<file path="src/rtl/slice_write_sched.sv">
// Round-robin scheduler that serialises dynamic part-select writes from NREQ requesters
// (plus a full-word clear) into one packed word through a one-deep op register.
module slice_write_sched #(
    parameter int NREQ   = 3,
    parameter int WIDTH  = 8,
    parameter int LANE_W = 4,
    parameter int IDXW   = $clog2(WIDTH),
    parameter int LENW   = $clog2(LANE_W + 1)
) (
    input  logic                     clk,
    input  logic                     rst_n,
    input  logic [NREQ-1:0]          req_valid,
    output logic [NREQ-1:0]          req_ready,
    input  logic [NREQ*IDXW-1:0]     req_idx,
    input  logic [NREQ*LENW-1:0]     req_len,
    input  logic [NREQ*LANE_W-1:0]   req_data,
    input  logic                     clr_valid,
    output logic                     clr_ready,
    input  logic [WIDTH-1:0]         clr_value,
    input  logic                     freeze,
    output logic [WIDTH-1:0]         word_q,
    output logic                     commit_valid,
    output logic [$clog2(NREQ):0]    commit_src,
    output logic                     trunc_err
);
    localparam int SRCW = $clog2(NREQ) + 1;
    localparam int PTRW = (NREQ > 1) ? $clog2(NREQ) : 1;

    function automatic logic [LENW-1:0] clamp_len(input logic [LENW-1:0] l);
        return (l > LENW'(LANE_W)) ? LENW'(LANE_W) : l;
    endfunction

    logic [PTRW-1:0]   rr_q, rr_d, gnt;
    logic              gnt_any, grant_ok, accept;
    int                best_d, d;

    logic [IDXW-1:0]   idx_arr  [NREQ];
    logic [LENW-1:0]   len_arr  [NREQ];
    logic [LANE_W-1:0] data_arr [NREQ];

    logic              op_vld_q;
    logic              op_clr_q;
    logic [SRCW-1:0]   op_src_q;
    logic [IDXW-1:0]   op_idx_q;
    logic [LENW-1:0]   op_len_q;
    logic [WIDTH-1:0]  op_data_q;

    logic [LENW-1:0]         len_eff;
    logic [LANE_W-1:0]       lane_mask;
    logic [WIDTH+LANE_W-1:0] mask_ext, data_ext;
    logic [WIDTH-1:0]        word_d;
    logic                    trunc_d;

    always_comb begin
        for (int r = 0; r < NREQ; r++) begin
            idx_arr[r]  = req_idx[r*IDXW +: IDXW];
            len_arr[r]  = req_len[r*LENW +: LENW];
            data_arr[r] = req_data[r*LANE_W +: LANE_W];
        end
    end

    // Pick the valid requester with the smallest cyclic distance from rr_q.
    always_comb begin
        best_d  = NREQ;
        d       = 0;
        gnt     = '0;
        gnt_any = 1'b0;
        for (int r = 0; r < NREQ; r++) begin
            d = r - int'(rr_q);
            if (d < 0) d = d + NREQ;
            if (req_valid[r] && d < best_d) begin
                best_d  = d;
                gnt     = PTRW'(r);
                gnt_any = 1'b1;
            end
        end
    end

    always_comb begin
        clr_ready = rst_n && !freeze && clr_valid;
        grant_ok  = rst_n && !freeze && !clr_valid && gnt_any;
        accept    = clr_ready || grant_ok;
        for (int r = 0; r < NREQ; r++) begin
            req_ready[r] = grant_ok && (gnt == PTRW'(r));
        end
        rr_d = rr_q;
        if (grant_ok) begin
            rr_d = (gnt == PTRW'(NREQ - 1)) ? '0 : gnt + PTRW'(1);
        end
    end

    // Slice bits shifted past the top of the word land in mask_ext's upper part and flag truncation.
    always_comb begin
        len_eff = clamp_len(op_len_q);
        for (int i = 0; i < LANE_W; i++) begin
            lane_mask[i] = (LENW'(i) < len_eff);
        end
        mask_ext = {{WIDTH{1'b0}}, lane_mask} << op_idx_q;
        data_ext = {{WIDTH{1'b0}}, op_data_q[LANE_W-1:0] & lane_mask} << op_idx_q;
        if (op_clr_q) begin
            word_d  = op_data_q;
            trunc_d = 1'b0;
        end else begin
            word_d  = (word_q & ~mask_ext[WIDTH-1:0]) | data_ext[WIDTH-1:0];
            trunc_d = trunc_err | (|mask_ext[WIDTH+LANE_W-1:WIDTH]);
        end
    end

    always_ff @(posedge clk or negedge rst_n) begin
        if (!rst_n) begin
            rr_q         <= '0;
            op_vld_q     <= 1'b0;
            word_q       <= '0;
            commit_valid <= 1'b0;
            commit_src   <= '0;
            trunc_err    <= 1'b0;
        end else begin
            rr_q         <= rr_d;
            op_vld_q     <= accept;
            commit_valid <= op_vld_q;
            if (op_vld_q) begin
                word_q     <= word_d;
                trunc_err  <= trunc_d;
                commit_src <= op_src_q;
            end
        end
    end

    // Op payload is only meaningful while op_vld_q is set, so it needs no reset.
    always_ff @(posedge clk) begin
        if (accept) begin
            op_clr_q  <= clr_ready;
            op_src_q  <= clr_ready ? SRCW'(NREQ) : SRCW'(gnt);
            op_idx_q  <= clr_ready ? '0 : idx_arr[gnt];
            op_len_q  <= clr_ready ? '0 : len_arr[gnt];
            op_data_q <= clr_ready ? clr_value : WIDTH'(data_arr[gnt]);
        end
    end

endmodule

</file>
<file path="config.mk">
export PLATFORM = sky130hd
export DESIGN_NAME = slice_write_sched
export DESIGN_NICKNAME = d
export VERILOG_FILES = /design/src/rtl/slice_write_sched.sv
export SDC_FILE = /design/constraint.sdc
export NUM_CORES = 1
export LEC_CHECK = 0
export BUFFER_PORTS_ARGS = -buffer_cell sky130_fd_sc_hd__buf_2
export CORE_ASPECT_RATIO = 1.5
export CORE_UTILIZATION = 48
export CTS_CLUSTER_SIZE = 24
export DETAILED_ROUTE_END_ITERATION = 16
export GPL_TIMING_DRIVEN = 0
export PLACE_DENSITY_LB_ADDON = 0.05
export SLEW_MARGIN = 40
export SYNTH_ARGS = -nofsm -noshare
export SYNTH_HDL_FRONTEND = slang
export SYNTH_SLANG_ARGS = --single-unit
</file>
<file path="constraint.sdc">
create_clock -name clk -period 3.86 [get_ports clk]
set_input_delay 0.579 -clock clk [delete_from_list [all_inputs] [get_ports clk]]
set_output_delay 0.579 -clock clk [all_outputs]
set_load 0.1 [all_outputs]
</file>
==> impl_metrics.tcl <==
set metrics [dict create \
    status "finished clean" \
    period_share_pct 99.8 \
    cts_tree "yes" \
    r2r-end "op_idx_q[1]" \
    worstPathArrival_ps 3270 \
    htree_levels 2 \
    fin_worst_skew_ps 7.56 \
    r2r_slack_ps 340 \
    path_cells "ha_4 -> and2_4 -> ha_4 -> o21ai_4 -> a31o_4 -> nand2_4 -> nor2_2 -> a21o_1 -> ha_1 -> nor2_2 -> nand3_4 -> a311o_2 -> buf_6 -> nand2_2 -> nor4_4 -> buf_6" \
    crit_slowest_cell "dfrtp_2" \
    first_iter_violations 120 \
    grt-ovfl-total 0 \
    synth_edf_count 17 \
    postRouteAntennaNets 0 \
    hpwl_mm 4.67 \
    crit_end "req_ready[0]" \
    routabilityCongestion 0.947 \
    ys_warn_count 0 \
    critPathMaxStageDelay_ps 450 \
    syn_inst 247 \
    hold_viol 0 \
    worst_setup_path_start_kind "flop" \
    critical_path.max_fanout 5 \
    worstReg2RegStart "rr_q[0]" \
    reg2reg_depth 16 \
    critical-path-top-delay-family "compound AO/OA/AOI/OAI gates" \
    diodes 0 \
    cts_hold_buffers 0 \
    grt_pass1_wl_mm 10.1 \
    syn_area_um2 2290 \
    area_growth_pct 36.6 \
    clkSinkCount 32 \
    dieWidth_um 58.4 \
    fmax_mhz 259 \
    ir_worst_vdd_uv 482 \
    layout_commonest_cell "buf_2" \
    post_drt_wl_per_cell_um 16.0 \
    critPathLaunch "rr_q[0]" \
    first_pass_iters 4 \
    power_leakage_nw 1.32 \
    critical_path_buf_inv_count 2 \
    mostFrequentLayoutCells "60 x buf_2, 33 x nand2_1, 20 x buf_4, 17 x edfxtp_1" \
    root_buffer "clkbuf_8" \
    finalSetupViolCount 0 \
    rsz0062_at_grt "true" \
    dpl_worst_slack_ps -478 \
    p_per_area_nw_per_um2 969 \
    finish.net_count 387 \
    grt_pass1_vias 2222 \
    ys.flop_type "edfxtp_1" \
    drcViolationCount 0 \
    required_ps 3280 \
    io_buffer_count 60 \
    die_area_um2 5060 \
    setup_slack_ps 6.27 \
    drv_cap 0 \
    vias 2227 \
    setup_tns_ps 0 \
    crit_path_end_kind "output pin" \
    clock_latency_ps 290 \
    cp.depth 16 \
    initial_core_util_pct 50.4 \
    maxSlewViolCount 0 \
    antenna_found_initial 0 \
    synth-seq-cells 32 \
    track_usage_pct 26.6 \
    ys_types 58 \
    vias_per_cell 5.62 \
    synth.avg_cell_area_um2 9.27 \
    async_flop_share_pct 46.9 \
    dieHeight_um 86.6 \
    ys_seq_area_share_pct 38.7 \
    hp-class "in -> async" \
    synth_fp_nets 303 \
    drive_gt1_share_pct 41.0 \
    path_clk_slew_ps 70 \
    ios 62 \
    clockBufferDepth 2 \
    wl_mm 6.32 \
    critPathKind "reg -> out" \
    min_period_ps 3850 \
    grt_max_degree 19 \
    cts_buffers 5 \
    placementRows 30 \
    core-area_um2 4540 \
]
per-stage QoR:
stage / hold slack [ps] / std cells / utilization (%) / area [um^2] / power (mW)
finish: 193 / 396 / 68.8 / 3130 / 3.03
global route: 213 / 396 / 68.8 / 3130 / 3.20
CTS: 196 / 393 / 67.4 / 3060 / 2.89
detailed placement: 364 / 371 / 60.7 / 2760 / 2.39
global placement: 357 / 371 / 60.7 / 2760 / 2.36
floorplan: 283 / 247 / - / 2380 / 2.04
power breakdown:
| group | switching [mW] | internal [mW] |
|---|---|---|
| Sequential | 0.0827 | 0.520 |
| Clock | 0.134 | 0.194 |
| Combinational | 1.32 | 0.782 |
layer usage:
metal  share of wire, %  vias to the layer above  global-route usage [%]
li1                   -                     1083                       -
met1                 37                     1067                    26.2
met2                 58                       63                    54.3
met3                2.6                       14                    2.69
met4                2.4                        0                    9.96
met5                  0                        -                       0
cells in the mapped netlist, types with 3 or more instances:
| library cell | n | area share (%) |
|---|---|---|
| nand2b_1 | 4 | 1.1 |
| and2_1 | 3 | 0.82 |
| and3_1 | 9 | 2.5 |
| a2111oi_1 | 4 | 1.7 |
| ha_1 | 11 | 6.0 |
| o22ai_1 | 4 | 1.1 |
| a31oi_1 | 8 | 2.2 |
| a21oi_1 | 15 | 3.3 |
| nand2_1 | 35 | 5.7 |
| clkbuf_1 | 9 | 1.5 |
| o31ai_1 | 4 | 1.3 |
| nor2_1 | 7 | 1.1 |
| nor3_1 | 4 | 0.87 |
| inv_1 | 8 | 1.3 |
| buf_2 | 4 | 0.87 |
| nand3_1 | 6 | 1.3 |
| o21ai_1 | 4 | 0.87 |
| o21ai_0 | 14 | 3.1 |
| nand3b_1 | 3 | 0.98 |
| nor2b_1 | 7 | 1.9 |
| edfxtp_1 | 17 | 22 |
| a311oi_1 | 5 | 1.9 |
| dfrtp_1 | 15 | 16 |
| mux2_2 | 7 | 3.4 |
state kept, by name (all words and copies together) (netlist names):
signal,count
trunc_err,1
op_len_q,3
op_vld_q,1
commit_valid,1
commit_src,2
op_src_q,2
op_clr_q,1
op_data_q,8
word_q,8
rr_q,2
op_idx_q,3
worst min-delay path by stage:
stage / from / to / slack (ps) / depth (start not counted)
finish: rst_n / op_vld_q / 190 / 1
global route: rst_n / rr_q[1] / 210 / 1
CTS: rst_n / word_q[2] / 200 / 1
detailed placement: op_vld_q / commit_valid / 360 / 0
global placement: op_vld_q / commit_valid / 360 / 0
floorplan: rst_n / commit_src[0] / 280 / 0
cell families after synthesis:
kind of cell,synth area share [%]
simple gates,21.5
compound gates,24.3
flops,38.7
buf+inv,4.81
fa+ha+maj,6.01
mux,4.37
other cells,0.328
repair_timing:
| action | CTS | global route |
|---|---|---|
| buffers inserted | 15 | 4 |
| resized for setup | 20 | 10 |
| setup endpoints to repair | 20 | 20 |
| pin swaps | 18 | 9 |
final cells by class:
cell class	instances	area, um^2
Fill cell	363	1420
Clock buffer	5	68.8
Clock inverter	3	46.3
Buffer	14	75.1
Multi-Input combinational cell	191	1470
Sequential cell	32	887
Tap cell	64	80.1
Timing Repair Buffer	79	470
Inverter	8	30.0
Note: power is estimated with default switching activity, not from simulation.
